[src/rtl/pipe_ctrl_pkg.sv]
// rtl/pipe_ctrl_pkg.sv - shared stage-field types and bubble encoding for the control pipeline
package pipe_ctrl_pkg;

  // Widest control word a stage register can carry; narrower words are zero-extended.
  localparam int CTRL_W = 19;

  // Control word held by a stage that carries no instruction.
  localparam logic [CTRL_W-1:0] BUBBLE_CTRL = '0;

  typedef struct packed {
    logic [CTRL_W-1:0] ctrl;
    logic              valid;
    logic              ds;
  } stage_t;

  // Builds an empty stage around the given bubble word.
  function automatic stage_t bubbleOf(input logic [CTRL_W-1:0] word);
    stage_t s;
    s.ctrl  = word;
    s.valid = 1'b0;
    s.ds    = 1'b0;
    return s;
  endfunction

endpackage

[src/rtl/ctrl_stage_reg.sv]
// rtl/ctrl_stage_reg.sv - one pipeline stage register with flush, hold and bubble insertion
module ctrl_stage_reg
  import pipe_ctrl_pkg::*;
#(
  parameter logic [CTRL_W-1:0] BUBBLE_WORD = BUBBLE_CTRL
) (
  input  logic   clk,
  input  logic   rst,
  input  logic   fl,
  input  logic   hold,
  input  logic   bubble,
  input  stage_t d,
  output stage_t q
);

  localparam stage_t BUBBLE_STAGE = bubbleOf(BUBBLE_WORD);

  // Priority: reset, then flush, then hold, then bubble behind a frozen upstream, else load.
  always_ff @(posedge clk) begin
    if (rst || fl) begin
      q <= BUBBLE_STAGE;
    end else if (!hold) begin
      q <= bubble ? BUBBLE_STAGE : d;
    end
  end

endmodule

[src/rtl/ctrl_pipe_chain.sv]
// rtl/ctrl_pipe_chain.sv - parametrised decoded-control pipeline with per-stage stall/flush
module ctrl_pipe_chain
  import pipe_ctrl_pkg::*;
#(
  parameter int                STAGES                    = 4,
  parameter int                WIDTH                     = 19,
  parameter int                FLUSH_OLDER_KILLS_YOUNGER = 1,
  parameter logic [WIDTH-1:0]  BUBBLE_VALUE              = '0
) (
  input  logic                          clk,
  input  logic                          rst,
  input  logic [WIDTH-1:0]              in_ctrl,
  input  logic                          in_valid,
  input  logic                          in_branch,
  input  logic                          dec_stall,
  input  logic [STAGES-1:0]             stall,
  input  logic [STAGES-1:0]             flush,
  output logic [STAGES*WIDTH-1:0]       out_ctrl,
  output logic [STAGES-1:0]             out_valid,
  output logic [STAGES-1:0]             out_ds,
  output logic                          in_ds,
  output logic [$clog2(STAGES+1)-1:0]   occupancy
);

  localparam int OCC_W = $clog2(STAGES+1);

  // WIDTH must not exceed CTRL_W; the stage registers hold the word zero-extended.
  localparam logic [CTRL_W-1:0] BUBBLE_EXT = CTRL_W'(BUBBLE_VALUE);

  logic [STAGES-1:0] hold;
  logic [STAGES-1:0] fl;
  logic [STAGES-1:0] upFrozen;
  stage_t            stageD [STAGES];
  stage_t            stageQ [STAGES];
  stage_t            entry;
  logic              inDsQ;
  logic [OCC_W-1:0]  occCount;

  // A stalled stage freezes everything upstream: suffix-OR of the stall vector.
  always_comb begin
    hold = stall;
    for (int i = STAGES - 2; i >= 0; i--) begin
      hold[i] = stall[i] | hold[i+1];
    end
  end

  // A flush optionally kills every younger stage as well: suffix-OR of the flush vector.
  always_comb begin
    fl = flush;
    if (FLUSH_OLDER_KILLS_YOUNGER != 0) begin
      for (int i = STAGES - 2; i >= 0; i--) begin
        fl[i] = flush[i] | fl[i+1];
      end
    end
  end

  // Decode entry word; an invalid decode slot enters as the bubble word so empty stages stay clean.
  always_comb begin
    entry       = bubbleOf(BUBBLE_EXT);
    entry.valid = in_valid;
    entry.ds    = inDsQ;
    if (in_valid) begin
      entry.ctrl               = '0;
      entry.ctrl[WIDTH-1:0]    = in_ctrl;
    end
  end

  genvar i;
  generate
    for (i = 0; i < STAGES; i++) begin : gStage
      if (i == 0) begin : gHead
        assign stageD[i]   = entry;
        assign upFrozen[i] = dec_stall;
      end else begin : gBody
        assign stageD[i]   = stageQ[i-1];
        assign upFrozen[i] = hold[i-1];
      end

      ctrl_stage_reg #(
        .BUBBLE_WORD(BUBBLE_EXT)
      ) uStage (
        .clk   (clk),
        .rst   (rst),
        .fl    (fl[i]),
        .hold  (hold[i]),
        .bubble(upFrozen[i]),
        .d     (stageD[i]),
        .q     (stageQ[i])
      );

      assign out_ctrl[i*WIDTH +: WIDTH] = stageQ[i].ctrl[WIDTH-1:0];
      assign out_valid[i]               = stageQ[i].valid;
      assign out_ds[i]                  = stageQ[i].ds;
    end
  endgenerate

  // Delay-slot flag advances only with decode, so a branch held in decode still tags its successor.
  always_ff @(posedge clk) begin
    if (rst || fl[0]) begin
      inDsQ <= 1'b0;
    end else if (!dec_stall && !hold[0]) begin
      inDsQ <= in_valid & in_branch;
    end
  end

  assign in_ds = inDsQ;

  // Population count of the per-stage valid bits.
  always_comb begin
    occCount = '0;
    for (int k = 0; k < STAGES; k++) begin
      occCount = occCount + OCC_W'(out_valid[k]);
    end
  end

  assign occupancy = occCount;

endmodule

[config.mk]
export PLATFORM = sky130hd
export DESIGN_NAME = ctrl_pipe_chain
export DESIGN_NICKNAME = d
export VERILOG_FILES = /design/src/rtl/pipe_ctrl_pkg.sv /design/src/rtl/ctrl_stage_reg.sv /design/src/rtl/ctrl_pipe_chain.sv
export SDC_FILE = /design/constraint.sdc
export NUM_CORES = 1
export LEC_CHECK = 0
export BUFFER_PORTS_ARGS = -buffer_cell sky130_fd_sc_hd__buf_2
export CORE_ASPECT_RATIO = 1.75
export CORE_MARGIN = 3
export CORE_UTILIZATION = 52
export CTS_BUF_LIST = sky130_fd_sc_hd__clkbuf_4 sky130_fd_sc_hd__clkbuf_8 sky130_fd_sc_hd__clkbuf_16
export CTS_CLUSTER_SIZE = 40
export DETAILED_ROUTE_END_ITERATION = 12
export GPL_TIMING_DRIVEN = 1
export HOLD_SLACK_MARGIN = 0.1
export PLACE_DENSITY = 0.84
export SYNTH_ARGS = -nofsm -noshare
export SYNTH_HDL_FRONTEND = slang
export SYNTH_SLANG_ARGS = --single-unit
export TNS_END_PERCENT = 5
[constraint.sdc]
create_clock -name clk -period 4.5 [get_ports clk]
set_clock_uncertainty 0.15 [all_clocks]
set_input_delay 0.225 -clock clk [delete_from_list [all_inputs] [get_ports clk]]
set_output_delay 0.225 -clock clk [all_outputs]
set_load 0.02 [all_outputs]
* Yosys cells after proc, flatten, opt, wreduce, memory -nomap -nowiden *
Index checks and enable logic that the tools add are counted.

word-level totals
  logic and storage cells = 35
  output and inout port bits = 88
  register bits after elaboration = 85

cells by class
  reduce and logical (&&, ||, !) cells = 7
  muxes and demuxes = 5
  bitwise operators = 7
  add/subtract/negate cells = 3

operators with widths
  kind                 count
  $mux W21             4
  $mux W19             1
  $or A1 B1 Y1         6
  $logic_or A1 B1 Y1   4
  $add A2 B1 Y3        1
  $add A3 B1 Y3        1
  $add A1 B1 Y2        1
  $logic_not A1 Y1     2
  $and A1 B1 Y1        1
  $logic_and A1 B1 Y1  1

* Longest topological paths before layout *
  word-level depth = 5
  depth in mapped cells = 6
  depth with buffers taken out = 5

* Cells and area by module *
From an unflattened synthesis, not the netlist that was laid out.

unflattened totals
  cells, all modules = 412
  area, all modules = 3649.8 um2

modules (own cells, without submodules)
  module           sequential area each (um2)  area an instance (um2)  cells each  instances
  ctrl_stage_reg   420.4                       842.1                   93          4
  ctrl_pipe_chain  20.0                        281.5                   40          1

* Worst setup path after synthesis *
Ideal clock, no wire load.

  path kind = register to output
  start point = reg gStage[0].uStage.q[1] (netlist bit)
  end point = out occupancy[1]
  arrival = 1.636 ns
  stages on the path, launching flop included = 6
  path slack = 2.489 ns
  path buffers = 0
  cells stage by stage = dfxtp_1 inv_1 fa_1 inv_1 ha_1 ha_1

between the ends
  cells in the longest elaborated chain, start to end = 3

ends and longest elaborated chain
  what                      RTL line                text
  start: declaration        ctrl_stage_reg.sv:13    output stage_t q
  start signal: assignment  ctrl_stage_reg.sv:23    q <= bubble ? BUBBLE_STAGE : d;
  $add A1 B1 Y2             ctrl_pipe_chain.sv:112  occCount = occCount + OCC_W'(out_valid[k]);
  $add A2 B1 Y3             ctrl_pipe_chain.sv:112
  $add A3 B1 Y3             ctrl_pipe_chain.sv:112
  end: declaration          ctrl_pipe_chain.sv:22   output logic [$clog2(STAGES+1)-1:0] occupancy

Every way passes these cells.

* Final worst setup path *
Same ends and word-level chain as after synthesis.

==> reports/metrics.yaml <==
num_vias: 3101
max_freq_mhz: 427.1
critPathMaxFanout: 3
detail_route.wl_per_cell_um: 14.80
synth_area_mm2: 0.003214
route.met2.wl_um: 4690
start_util_pct: 54.24
powerDensity_mw_per_mm2: 325.8
crit_type: "flop to primary output"
place.gp.congestion: 0.7466
rows: 37
critical_path_required_ns: 4.12
clock_path_buffers: 2
gr-usage-all-layers_pct: 24.85
relSlewSlack_pct: 20.91
combPwrFrac_pct: 5.4
fin_setup_tns_ns: 0
hpwl_um: 5883
rsz0062_at_grt: "no"
synth_cell_types: 19
die_area_mm2: 0.007198
yosysWarnings: 0
end_kind: "primary output"
drv_slew: 0
setup_violations: 0
ys_seq_area_share_pct: 52.94
die_h_um: 110.0
nNetsFinal: 525
core_mm2: 0.005926
path_clk_slew_ns: 0.09
min_period_ns: 2.341
internal-power_mw: 1.049
whs_ns: 0.1487
ant_nets: 0
io_pins: 120
leakagePower_nw: 1.669
wl_um: 8483
numCtsBuffers: 9
tightest_slew_ns: 1.182
root_buffer: "clkbuf_8"
fillCellCount: 510
r2r_slack_ns: 3.34
vdd.ir_drop.worst_v: 0.0002417
hold_viol_final: 0
grt_pass1_vias: 2994
first_pass_iters: 5
crit_path_start_kind: "flop"
grt_max_degree: 42
layout-drive-gt1-share_pct: 28.69
crit_arrival_ns: 1.97
sequentialPowerShare_pct: 54.8
synth.ff_latch_count: 85
switching_power_mw: 0.3208
hold_path_class: "input pin to flop"
antenna_found_initial: 0
netSwitchingFraction_pct: 23.41
top_layer_used: "met4"
syn-num-nets: 407
first_iter_violations: 185
n_antenna_cell: 0
cts_tree: "built"
drv_cap: 0
syn_to_final_growth_pct: 30.83
grt_pass1_wl_um: 13890
drc: 0
cts_sinks: 85
dieWidth_um: 65.43
grt_overflow: 0
synthCells: 372
post-route-period-util_pct: 52.03
power_frac_clock_pct: 39.8
syn_area_per_cell_um2: 8.641
status: "complete, no violations"
port_buffers: 119
met3_length_um: 523
insertion_delay_ns: 0.35
cts_max_level: 3
wl_met1_um: 3070
viasPerCell: 5.412
## final timing paths
kind / startpoint / endpoint / cells past startpoint
max: gStage[0].uStage.q[1]$_SDFFE_PP0N_ / occupancy[1] / 6
min reg2reg: gStage[2].uStage.q[9]$_SDFFE_PP0N_ / gStage[2].uStage.q[9]$_SDFFE_PP0N_ / 2
max reg2reg: gStage[0].uStage.q[1]$_SDFFE_PP0N_ / gStage[1].uStage.q[1]$_SDFFE_PP0N_ / 3
min: in_valid / gStage[0].uStage.q[12]$_SDFFE_PP0N_ / 3
## logic make-up (layout without fill, tap and decap cells)
kind of cell,count (synthesis),in the layout,share of synthesized area [%]
AO/OA/AOI/OAI,86,86,15.14
adder cells (fa/ha/maj),3,3,1.401
buffers and inverters,40,163,4.905
flip-flops,85,85,52.94
AND/OR/NAND/NOR,158,158,25.61
## sequential cells by signal, indices dropped and copies added, names as in the netlist
register and flops:
gStage.uStage.q 84, in_ds 1
## metal layers
metal  up-vias  track usage [%]
met2       114            44.89
met1      1442            26.80
met3        17            5.375
li1       1528                -
met5         -                0
met4         0            12.61
## layout make-up
cell class,count,area (µm²),share of cell area (%)
inverter,5,18.77,0.4463
multi-input combinational,247,1363,32.40
timing repair buffer,142,820.8,19.52
sequential,85,1702,40.46
clock buffer,10,131.4,3.124
tap,78,97.59,2.321
clock inverter,6,72.57,1.726
## cells in the mapped netlist
cell type | instances | area [µm²]
or4_1 | 1 | 7.510
clkbuf_1 | 34 | 127.6
a32oi_1 | 1 | 8.760
nand2_1 | 63 | 236.5
nand3b_1 | 40 | 300.3
ha_1 | 2 | 25.02
nor3_1 | 1 | 5.000
or2_2 | 3 | 18.77
fa_1 | 1 | 20.02
inv_1 | 5 | 18.77
dfxtp_1 | 85 | 1702
a21oi_1 | 63 | 315.3
o21ai_0 | 1 | 5.000
nor2_1 | 24 | 90.09
or3_1 | 6 | 37.54
or3b_1 | 1 | 8.760
nand4_1 | 19 | 118.9
buf_6 | 1 | 11.26
a22oi_1 | 21 | 157.7
## power by group through the flow
stage	combinational [mW]	sequential, mW	clock (mW)
floorplan	0.0392	0.769	0
global placement	0.0575	0.769	0
detailed placement	0.0587	0.769	0
CTS	0.0728	0.751	0.553
global route	0.0818	0.752	0.585
finish	0.0741	0.751	0.545
## metrics by stage
| stage | setup WS (ns) | power [mW] | util, % | cell area [µm²] | cells |
|---|---|---|---|---|---|
| global placement | 2.264 | 0.8267 | 63.98 | 3791 | 536 |
| detailed placement | 2.231 | 0.8279 | 63.98 | 3791 | 536 |
| global route | 2.054 | 1.418 | 70.97 | 4205 | 573 |
| floorplan | 2.489 | 0.8084 | - | 3214 | 372 |
| finish | 2.159 | 1.370 | 70.97 | 4205 | 573 |
| CTS | 2.145 | 1.377 | 70.97 | 4205 | 573 |
## what timing repair did
item	in CTS	in global routing
buffers inserted	0	0
resized for setup	0	0
hold buffers	21	0
hold endpoints to repair	21	0
## layout by cell type, fill, tap and decap left out, drive strengths merged
| cell type | instances |
|---|---|
| buf | 121 |
| dfxtp | 85 |
| nand2 | 63 |
| a21oi | 63 |
| nand3b | 40 |
| nor2 | 24 |
| a22oi | 21 |
| dlygate4sd3 | 21 |
| nand4 | 19 |
| clkbuf | 10 |
| or3 | 6 |
| inv | 6 |
| or2 | 3 |
| clkinv | 3 |
| ha | 2 |
| nor3 | 1 |
| or4 | 1 |
| o21ai | 1 |
| or3b | 1 |
| a32oi | 1 |
| fa | 1 |
| clkinvlp | 1 |
| bufinv | 1 |
## worst max-delay path, stage by stage (launching register included)
cell and delay, ns:
dfxtp_1 0.36, inv_1 0.08, fa_1 0.54, inv_1 0.04
ha_1 0.17, ha_1 0.26, buf_2 0.16
No activity file was read; power rests on OpenSTA's default activity.
